===== src/rtl/cond_flags_if.sv =====
// Interface bundle between the multicycle control FSM and the
// conditional-execution / status-flag stage.
// master: the controller side (drives the raw strobes, receives the gated enables).
// slave : cond_flags_unit.
interface cond_flags_if;
    logic       Decode;
    logic [3:0] Cond;
    logic [3:0] ALUFlags;
    logic [1:0] FlagW;
    logic       PCS;
    logic       NextPC;
    logic       RegW;
    logic       MemW;
    logic       PCWrite;
    logic       RegWrite;
    logic       MemWrite;
    logic [3:0] Flags;
    logic       CondExReg;

    modport master (
        output Decode, Cond, ALUFlags, FlagW, PCS, NextPC, RegW, MemW,
        input  PCWrite, RegWrite, MemWrite, Flags, CondExReg
    );

    modport slave (
        input  Decode, Cond, ALUFlags, FlagW, PCS, NextPC, RegW, MemW,
        output PCWrite, RegWrite, MemWrite, Flags, CondExReg
    );
endinterface


===== src/rtl/cond_flags_unit.sv =====
// Conditional-execution and status-flag stage of the multicycle ARM controller.
// Evaluates the condition field against the NZCV register during DECODE,
// latches the result for the rest of the instruction, and uses it to gate
// the PC, register-file, memory and flag writes.
// Optional build macro: COND_SQUASH_CNT_EN adds a saturating 16-bit count
// of instructions whose condition failed (SquashCount).
module cond_flags_unit (
    input  logic        clk,
    input  logic        reset,
`ifdef COND_SQUASH_CNT_EN
    output logic [15:0] SquashCount,
`endif
    cond_flags_if.slave bus
);

    logic [1:0] flags_nz;
    logic [1:0] flags_cv;
    logic       cond_ex;
    logic       cond_ex_reg;
    logic       n_flag, z_flag, c_flag, v_flag;

    assign n_flag = flags_nz[1];
    assign z_flag = flags_nz[0];
    assign c_flag = flags_cv[1];
    assign v_flag = flags_cv[0];

    // Condition check against the architectural flags (never against ALUFlags).
    always_comb begin
        cond_ex = 1'b0;
        case (bus.Cond)
            4'b0000: cond_ex = z_flag;
            4'b0001: cond_ex = ~z_flag;
            4'b0010: cond_ex = c_flag;
            4'b0011: cond_ex = ~c_flag;
            4'b0100: cond_ex = n_flag;
            4'b0101: cond_ex = ~n_flag;
            4'b0110: cond_ex = v_flag;
            4'b0111: cond_ex = ~v_flag;
            4'b1000: cond_ex = c_flag & ~z_flag;
            4'b1001: cond_ex = ~c_flag | z_flag;
            4'b1010: cond_ex = (n_flag == v_flag);
            4'b1011: cond_ex = (n_flag != v_flag);
            4'b1100: cond_ex = ~z_flag & (n_flag == v_flag);
            4'b1101: cond_ex = z_flag | (n_flag != v_flag);
            4'b1110: cond_ex = 1'b1;
            default: cond_ex = 1'b0;
        endcase
    end

    // Latch the condition result at the end of DECODE; holds for the whole instruction.
    always_ff @(posedge clk or negedge reset) begin
        if (!reset)
            cond_ex_reg <= 1'b0;
        else if (bus.Decode)
            cond_ex_reg <= cond_ex;
    end

    // N,Z half of the flag register; squashed by a failed condition.
    always_ff @(posedge clk or negedge reset) begin
        if (!reset)
            flags_nz <= 2'b00;
        else if (bus.FlagW[1] && cond_ex_reg)
            flags_nz <= bus.ALUFlags[3:2];
    end

    // C,V half of the flag register; independently enabled from N,Z.
    always_ff @(posedge clk or negedge reset) begin
        if (!reset)
            flags_cv <= 2'b00;
        else if (bus.FlagW[0] && cond_ex_reg)
            flags_cv <= bus.ALUFlags[1:0];
    end

`ifdef COND_SQUASH_CNT_EN
    // Count instructions whose condition fails at DECODE, saturating at all-ones.
    always_ff @(posedge clk or negedge reset) begin
        if (!reset)
            SquashCount <= 16'h0000;
        else if (bus.Decode && !cond_ex && (SquashCount != 16'hFFFF))
            SquashCount <= SquashCount + 16'h0001;
    end
`endif

    // Gated enables use only the latched result, so ALUFlags never reaches them.
    // NextPC is ungated so FETCH always advances the PC.
    assign bus.PCWrite   = bus.NextPC | (bus.PCS & cond_ex_reg);
    assign bus.RegWrite  = bus.RegW & cond_ex_reg;
    assign bus.MemWrite  = bus.MemW & cond_ex_reg;
    assign bus.Flags     = {flags_nz, flags_cv};
    assign bus.CondExReg = cond_ex_reg;

endmodule


===== src/flat_wrapper.sv =====
// flat-port wrapper written by rule: the top's interface ports become plain ports
module cond_flags_unit_flat 
  (clk, reset, bus_Decode, bus_Cond, bus_ALUFlags, bus_FlagW, bus_PCS, bus_NextPC, bus_RegW, bus_MemW, bus_PCWrite, bus_RegWrite, bus_MemWrite, bus_Flags, bus_CondExReg);
  cond_flags_if bus_i ();
  input  logic clk;
  input  logic reset;
  input wire logic [$bits(bus_i.Decode)-1:0] bus_Decode;
  input wire logic [$bits(bus_i.Cond)-1:0] bus_Cond;
  input wire logic [$bits(bus_i.ALUFlags)-1:0] bus_ALUFlags;
  input wire logic [$bits(bus_i.FlagW)-1:0] bus_FlagW;
  input wire logic [$bits(bus_i.PCS)-1:0] bus_PCS;
  input wire logic [$bits(bus_i.NextPC)-1:0] bus_NextPC;
  input wire logic [$bits(bus_i.RegW)-1:0] bus_RegW;
  input wire logic [$bits(bus_i.MemW)-1:0] bus_MemW;
  output wire logic [$bits(bus_i.PCWrite)-1:0] bus_PCWrite;
  output wire logic [$bits(bus_i.RegWrite)-1:0] bus_RegWrite;
  output wire logic [$bits(bus_i.MemWrite)-1:0] bus_MemWrite;
  output wire logic [$bits(bus_i.Flags)-1:0] bus_Flags;
  output wire logic [$bits(bus_i.CondExReg)-1:0] bus_CondExReg;
  assign bus_i.Decode = bus_Decode;
  assign bus_i.Cond = bus_Cond;
  assign bus_i.ALUFlags = bus_ALUFlags;
  assign bus_i.FlagW = bus_FlagW;
  assign bus_i.PCS = bus_PCS;
  assign bus_i.NextPC = bus_NextPC;
  assign bus_i.RegW = bus_RegW;
  assign bus_i.MemW = bus_MemW;
  assign bus_PCWrite = bus_i.PCWrite;
  assign bus_RegWrite = bus_i.RegWrite;
  assign bus_MemWrite = bus_i.MemWrite;
  assign bus_Flags = bus_i.Flags;
  assign bus_CondExReg = bus_i.CondExReg;
  cond_flags_unit u_core (.clk(clk), .reset(reset), .bus(bus_i));
endmodule

===== config.mk =====
export PLATFORM = sky130hd
export DESIGN_NAME = cond_flags_unit_flat
export DESIGN_NICKNAME = d
export VERILOG_FILES = /design/src/rtl/cond_flags_if.sv /design/src/rtl/cond_flags_unit.sv /design/src/flat_wrapper.sv
export SDC_FILE = /design/constraint.sdc
export NUM_CORES = 1
export LEC_CHECK = 0
export CAP_MARGIN = 10
export CORE_MARGIN = 5
export CORE_UTILIZATION = 38
export DETAILED_ROUTE_END_ITERATION = 7
export GPL_ROUTABILITY_DRIVEN = 0
export PLACE_DENSITY = 0.82
export SLEW_MARGIN = 40
export SYNTH_ARGS = -nofsm -noshare
export SYNTH_HDL_FRONTEND = slang
export SYNTH_SLANG_ARGS = --single-unit

===== constraint.sdc =====
create_clock -name clk -period 1.6 [get_ports clk]
set_input_delay 0.32 -clock clk [delete_from_list [all_inputs] [get_ports clk]]
set_output_delay 0.32 -clock clk [all_outputs]
set_load 0.02 [all_outputs]

==> impl_metrics.py, run 1 <==
metrics = {
    "floorplanning": {
        "ioPinCount": 25,
        "die_h_um": 46.1,
        "start_util": 0.390,
        "fp.dieW_um": 46.1,
        "num_rows": 13,
        "core_area_um2": 1270,
        "die-area_um2": 2120,
    },
    "worst_setup_path": {
        "crit_cells": 3,
        "critPathSlowestCell": "clkdlybuf4s50_1",
        "crit_family": "buffers and inverters",
        "r2r_slack_ns": 0.25,
        "path_buf_inv": 2,
        "crit_required_ns": 1.28,
        "setup.worst_path.class": "in2out",
        "cp-endpoint": "bus_RegWrite",
        "cp-start-kind": "input pin",
        "worstSetupStartpoint": "bus_RegW",
        "crit_arrival_ns": 1.21,
        "crit_path_end_kind": "primary output",
        "ff2ff_path_depth": 5,
        "cpPeakStageDelay_ns": 0.45,
        "cp_max_fo": 1,
        "rr_startpoint": "u_core.flags_nz[1]",
        "crit_chain": "clkdlybuf4s50_1 -> and2_1 -> dlygate4sd2_1",
        "r2r-end": "u_core.bus.CondExReg",
    },
    "sta": {
        "slew_headroom": 0.745,
        "skew_ns": 0.00283,
        "min_period_over_period": 0.954,
        "max_clock_freq_ghz": 0.655,
        "worst_slew_pin_slew_ns": 0.383,
        "finalSetupViolations": 0,
        "post-route-min-period_ns": 1.53,
        "hold_viol": 0,
        "slew_viol_final": 0,
        "fin_tns_setup_ns": 0,
        "rsz0062_at_grt": "false",
    },
    "routing": {
        "drtIter0Drc": 5,
        "vias_per_cell": 5.13,
        "dr.pass1.iters": 4,
        "ant_nets": 0,
        "drt-total-wl_um": 1250,
        "route.vias.total": 523,
        "wl_per_cell_um": 12.3,
        "drc_errors": 0,
    },
    "logic_synthesis": {
        "synthFlopType": "dfrtp_1",
        "synthCells": 54,
        "synth_edf_count": 0,
        "avgSynthCellArea_um2": 9.15,
        "synth_common_cells": "dfrtp_1, o21ai_0, mux2_2",
        "seq_area_frac_synth": 0.253,
        "netlist.area_leader.share": 0.253,
        "synth.area.top_cells": "dfrtp_1, mux2_2, and2b_2",
        "synth_cell_types": 32,
        "yosys_register_bits": 5,
        "synthesis.nets": 71,
        "syn-cell-area_um2": 494,
        "async_flop_share": 1.00,
        "yosysTopAreaCell": "dfrtp_1",
        "yosys_warnings": 0,
    },
    "clock_network": {
        "clock_path_buffers": 2,
        "clkSlewWorstSetupHoldPaths_ns": 0.05,
        "clk_latency_ns": 0.25,
        "cts-buffers-inserted": 3,
        "hold_buffers": 0,
        "cts_num_sinks": 5,
        "clockRootBuffer": "clkbuf_4",
        "cts_tree": "built",
        "htree_num_levels": 1,
        "post_cts_buffers": 0,
    },
    "place": {
        "dp_cells": 98,
        "port_buffers": 24,
        "post-dp-hpwl_um": 1000,
        "placedInstanceArea_um2": 786,
    },
    "power": {
        "ir_drop_mv": 0.666,
        "power_w": 0.000921,
        "total_leakage_power_nw": 0.348,
        "power_density_nw_per_um2": 1150,
    },
    "min_path": {
        "hold_class": "in2async",
    },
    "finish": {
        "post_route_cells_drive_above_1_share": 0.241,
        "nets": 105,
        "n_antenna_cell": 0,
        "instances_no_fill": 102,
        "fin_area_um2": 801,
        "area_delta_synth_final_pct": 62.0,
        "final.fill_count": 123,
    },
    "grt": {
        "antenna_found_initial": 0,
        "overflow": 0,
        "grt_pass1_vias": 472,
        "grt_pass1_wl_um": 1990,
        "grtUsageTotal": 0.135,
        "grt_max_degree": 15,
    },
    "status": {
        "outcome": "finished clean",
    },
    "run": {
        "maxCapViolations": 0,
    },
}
cell type report:
type                    instances  area [µm²]  area share
flip-flops and latches          5         125       0.156
inverters                       2        7.51     0.00938
well taps                      15        18.8      0.0234
repair buffers                 33         297       0.370
clock buffers                   4        26.3      0.0328
multi-input cells              43         327       0.408
state kept, by name, summed over array words and instances (netlist names):
register              count
u_core.flags_cv           2
u_core.flags_nz           2
u_core.bus.CondExReg      1
power by group:
group          switching [W]  internal [W]  total (W)
registers          0.0000967      0.000182   0.000278
logic               0.000218      0.000273   0.000492
clock network      0.0000568     0.0000946   0.000151
total               0.000372      0.000550   0.000921
layout by cell type (no fill, tap or decap), types with 2 or more instances in the layout:
| master | count |
|---|---|
| buf_4 | 9 |
| inv_1 | 2 |
| and2b_2 | 3 |
| dlygate4sd2_1 | 9 |
| and2_1 | 3 |
| nand3_1 | 2 |
| o21ai_0 | 5 |
| xnor2_1 | 3 |
| clkdlybuf4s50_1 | 15 |
| clkbuf_4 | 3 |
| mux2_2 | 4 |
| dfrtp_1 | 5 |
| nand2_1 | 3 |
stage by stage:
stage | util | worst slack (ns) | hold slack, ns
6_report | 0.631 | 0.0729 | 0.300
5_1_grt | 0.631 | 0.00244 | 0.309
4_1_cts | 0.631 | 0.0637 | 0.298
3_5_place_dp | 0.619 | -0.310 | 0.567
3_3_place_gp | 0.619 | -0.261 | 0.562
2_1_floorplan | - | 0.196 | 0.0244
per-layer routing:
layer,global-route usage,share of wire,vias up
li1,-,-,263
met2,0.195,0.46,19
met5,0,0,-
met3,0.0469,0.081,3
met1,0.175,0.44,238
met4,0.0682,0.015,0
worst min-delay path by stage:
stage	depth (start not counted)	end	slack (ns)	from
4_1_cts	1	u_core.flags_nz[1]	0.30	reset
3_3_place_gp	1	u_core.flags_cv[1]	0.56	reset
3_5_place_dp	1	u_core.flags_cv[0]	0.57	reset
5_1_grt	1	u_core.flags_cv[1]	0.31	reset
2_1_floorplan	0	u_core.bus.CondExReg	0.02	reset
6_report	1	u_core.flags_nz[1]	0.30	reset
worst register-to-register path: stages (launching register included):
cell      delay [ns]
dfrtp_1         0.45
buf_4           0.18
and2b_2         0.18
o211ai_1        0.16
a31o_1          0.17
a31oi_1         0.08
kinds of logic after synthesis:
family | synth area share
mux | 0.111
flops | 0.253
compound gates | 0.177
buf+inv | 0.0861
xor+xnor | 0.0532
simple gates | 0.319
timing repair:
action,4_1_cts,5_1_grt
endpoints found under the setup margin,9,0
gates resized for setup,9,0
endpoints found under the hold margin,0,0
Note: power is estimated with default switching activity, not from simulation.
==> run 2, diff against run 1 <==
==> constraint.sdc (replaced) <==
create_clock -name clk -period 1.6 [get_ports clk]
set_input_delay 0.32 -clock clk [delete_from_list [all_inputs] [get_ports clk]]
set_output_delay 0.32 -clock clk [all_outputs]
set_load 0.1 [all_outputs]
==> run 2 against run 1 <==
Compared with the run above: final cell count is 2.9% lower; worst setup slack better by 0.00065 ns; combinational power increased by 120%; sequential cell count stayed put; clock-buffer cell count stayed put; global-route usage grew 0.79 points; utilization rose by 6.9 points; design area is 11% higher; first-iteration DRC count grew to 3.6 times the previous value; sequential power is 21% higher; critical path type is now in2reg; critical endpoint is now u_core.bus.CondExReg; largest cell class is now non-clock buffers.
==> impl_metrics.py, run 2 (synthesis results as in run 1) <==
metrics = {
    "routing": {
        "drt-total-wl_um": 1440,
        "vias_per_cell": 5.51,
        "dr.pass1.iters": 4,
        "route.vias.total": 545,
        "ant_nets": 0,
        "drtIter0Drc": 18,
        "drc_errors": 0,
        "wl_per_cell_um": 14.6,
    },
    "finish": {
        "mostFrequentLayoutCells": "clkdlybuf4s50_1, buf_12, o21ai_0, buf_4",
        "regArea_um2": 134,
        "n_antenna_cell": 0,
        "final.fill_count": 97,
        "final_common_cell": "clkdlybuf4s50_1",
        "nets": 102,
        "post_route_cells_drive_above_1_share": 0.405,
        "multi_input_area_um2": 330,
        "fin_area_um2": 888,
        "area_delta_synth_final_pct": 79.7,
    },
    "place": {
        "placedInstanceArea_um2": 856,
        "port_buffers": 24,
        "post-dp-hpwl_um": 1110,
    },
    "power": {
        "p_int_w": 0.000751,
        "pwr-share-clk": 0.093,
        "swShare": 0.526,
        "total_leakage_power_nw": 0.368,
        "pwr-share-seq": 0.211,
        "ir_drop_mv": 1.03,
        "power_density_nw_per_um2": 1780,
        "pwr-share-comb": 0.696,
        "p_switching_w": 0.000833,
    },
    "worst_setup_path": {
        "cp-start-kind": "input pin",
        "crit_path_end_kind": "register",
        "crit_required_ns": 1.71,
        "cp_max_fo": 15,
        "r2r_slack_ns": 0.20,
        "critPathSlowestCell": "clkdlybuf4s50_1",
        "crit_chain": "clkdlybuf4s50_1 -> buf_6 -> and2b_2 -> o31a_1 -> a22oi_1 -> a31oi_1",
        "cpPeakStageDelay_ns": 0.47,
        "crit_arrival_ns": 1.63,
        "setup.worst_path.class": "in2reg",
    },
    "min_path": {
        "hold_class": "in2async",
    },
    "run": {
        "maxCapViolations": 0,
    },
    "sta": {
        "finalSetupViolations": 0,
        "slew_headroom": 0.812,
        "rsz0062_at_grt": "false",
        "fin_tns_setup_ns": 0,
        "max_clock_freq_ghz": 0.655,
        "slew_viol_final": 0,
        "min_period_over_period": 0.954,
        "skew_ns": 0.000434,
        "post-route-min-period_ns": 1.53,
        "worst_slew_pin_slew_ns": 0.278,
        "hold_viol": 0,
    },
    "floorplanning": {
        "ioPinCount": 25,
        "die_h_um": 46.1,
        "fp.dieW_um": 46.1,
        "start_util": 0.390,
        "num_rows": 13,
        "die-area_um2": 2120,
        "core_area_um2": 1270,
    },
    "grt": {
        "antenna_found_initial": 0,
        "overflow": 0,
        "grtUsageTotal": 0.143,
        "grt_max_degree": 16,
        "grt_pass1_vias": 505,
        "grt_pass1_wl_um": 2130,
    },
    "clock_network": {
        "clock_path_buffers": 2,
        "clockRootBuffer": "clkbuf_4",
        "cts_tree": "built",
        "hold_buffers": 0,
        "htree_num_levels": 1,
        "cts_num_sinks": 5,
        "clkSlewWorstSetupHoldPaths_ns": 0.04,
        "clk_latency_ns": 0.24,
        "cts-buffers-inserted": 3,
    },
    "status": {
        "outcome": "finished clean",
    },
}
## run 2: final timing paths
kind | cells after the start | end | startpoint
setup / recovery | 6 | u_core.bus.CondExReg | bus_Cond[0]
hold / removal | 1 | u_core.flags_nz[1] | reset
setup reg to reg | 4 | u_core.bus.CondExReg | u_core.flags_nz[1]
hold reg to reg | 1 | u_core.flags_cv[1] | u_core.flags_cv[1]
max in group asynchronous | 1 | u_core.flags_nz[1] | reset
min in group clk | 1 | u_core.flags_cv[1] | u_core.flags_cv[1]
## run 2: power by group through the flow
stage | sequential [W] | combinational [W] | clock (W)
floorplan | 0.000670 | 0.000361 | 0
global placement | 0.000333 | 0.00109 | 0
detailed placement | 0.000339 | 0.00110 | 0
CTS | 0.000337 | 0.00110 | 0.000151
global route | 0.000349 | 0.00113 | 0.000163
finish | 0.000335 | 0.00110 | 0.000147
## run 2: layout make-up
cell class / count / area share
clock buffer: 4 / 0.0296
sequential: 5 / 0.151
timing repair buffer: 30 / 0.418
inverter: 2 / 0.00845
tap: 15 / 0.0211
multi-input combinational: 43 / 0.372
## run 2: timing repair
action                     CTS  global route
buffers inserted             0             0
gates resized for setup      0             3
setup endpoints to repair    0             1
## run 2: metal layers
| layer | wire length (µm) | vias to the layer above | share of wire | global-route usage |
|---|---|---|---|---|
| li1 | - | 257 | - | - |
| met1 | 547 | 254 | 0.38 | 0.142 |
| met2 | 728 | 30 | 0.50 | 0.255 |
| met3 | 124 | 4 | 0.086 | 0.0273 |
| met4 | 41 | 0 | 0.028 | 0.108 |
| met5 | 0 | - | 0 | 0 |
## run 2: per-stage QoR
| stage | hold WS [ns] | util | setup WS (ns) | instances | power, W |
|---|---|---|---|---|---|
| floorplan | 0.0244 | - | 0.00632 | 54 | 0.00103 |
| global placement | 0.560 | 0.675 | -0.189 | 95 | 0.00142 |
| detailed placement | 0.568 | 0.675 | -0.232 | 95 | 0.00144 |
| CTS | 0.312 | 0.695 | 0.0212 | 99 | 0.00159 |
| global route | 0.321 | 0.700 | 0.0231 | 99 | 0.00165 |
| finish | 0.311 | 0.700 | 0.0736 | 99 | 0.00158 |
## run 2: critical path, delay by kind of cell
family | cells | cell delay, ns
AO/OA/AOI/OAI | 3 | 0.48
buffers and inverters | 2 | 0.62
AND/OR/NAND/NOR | 1 | 0.22
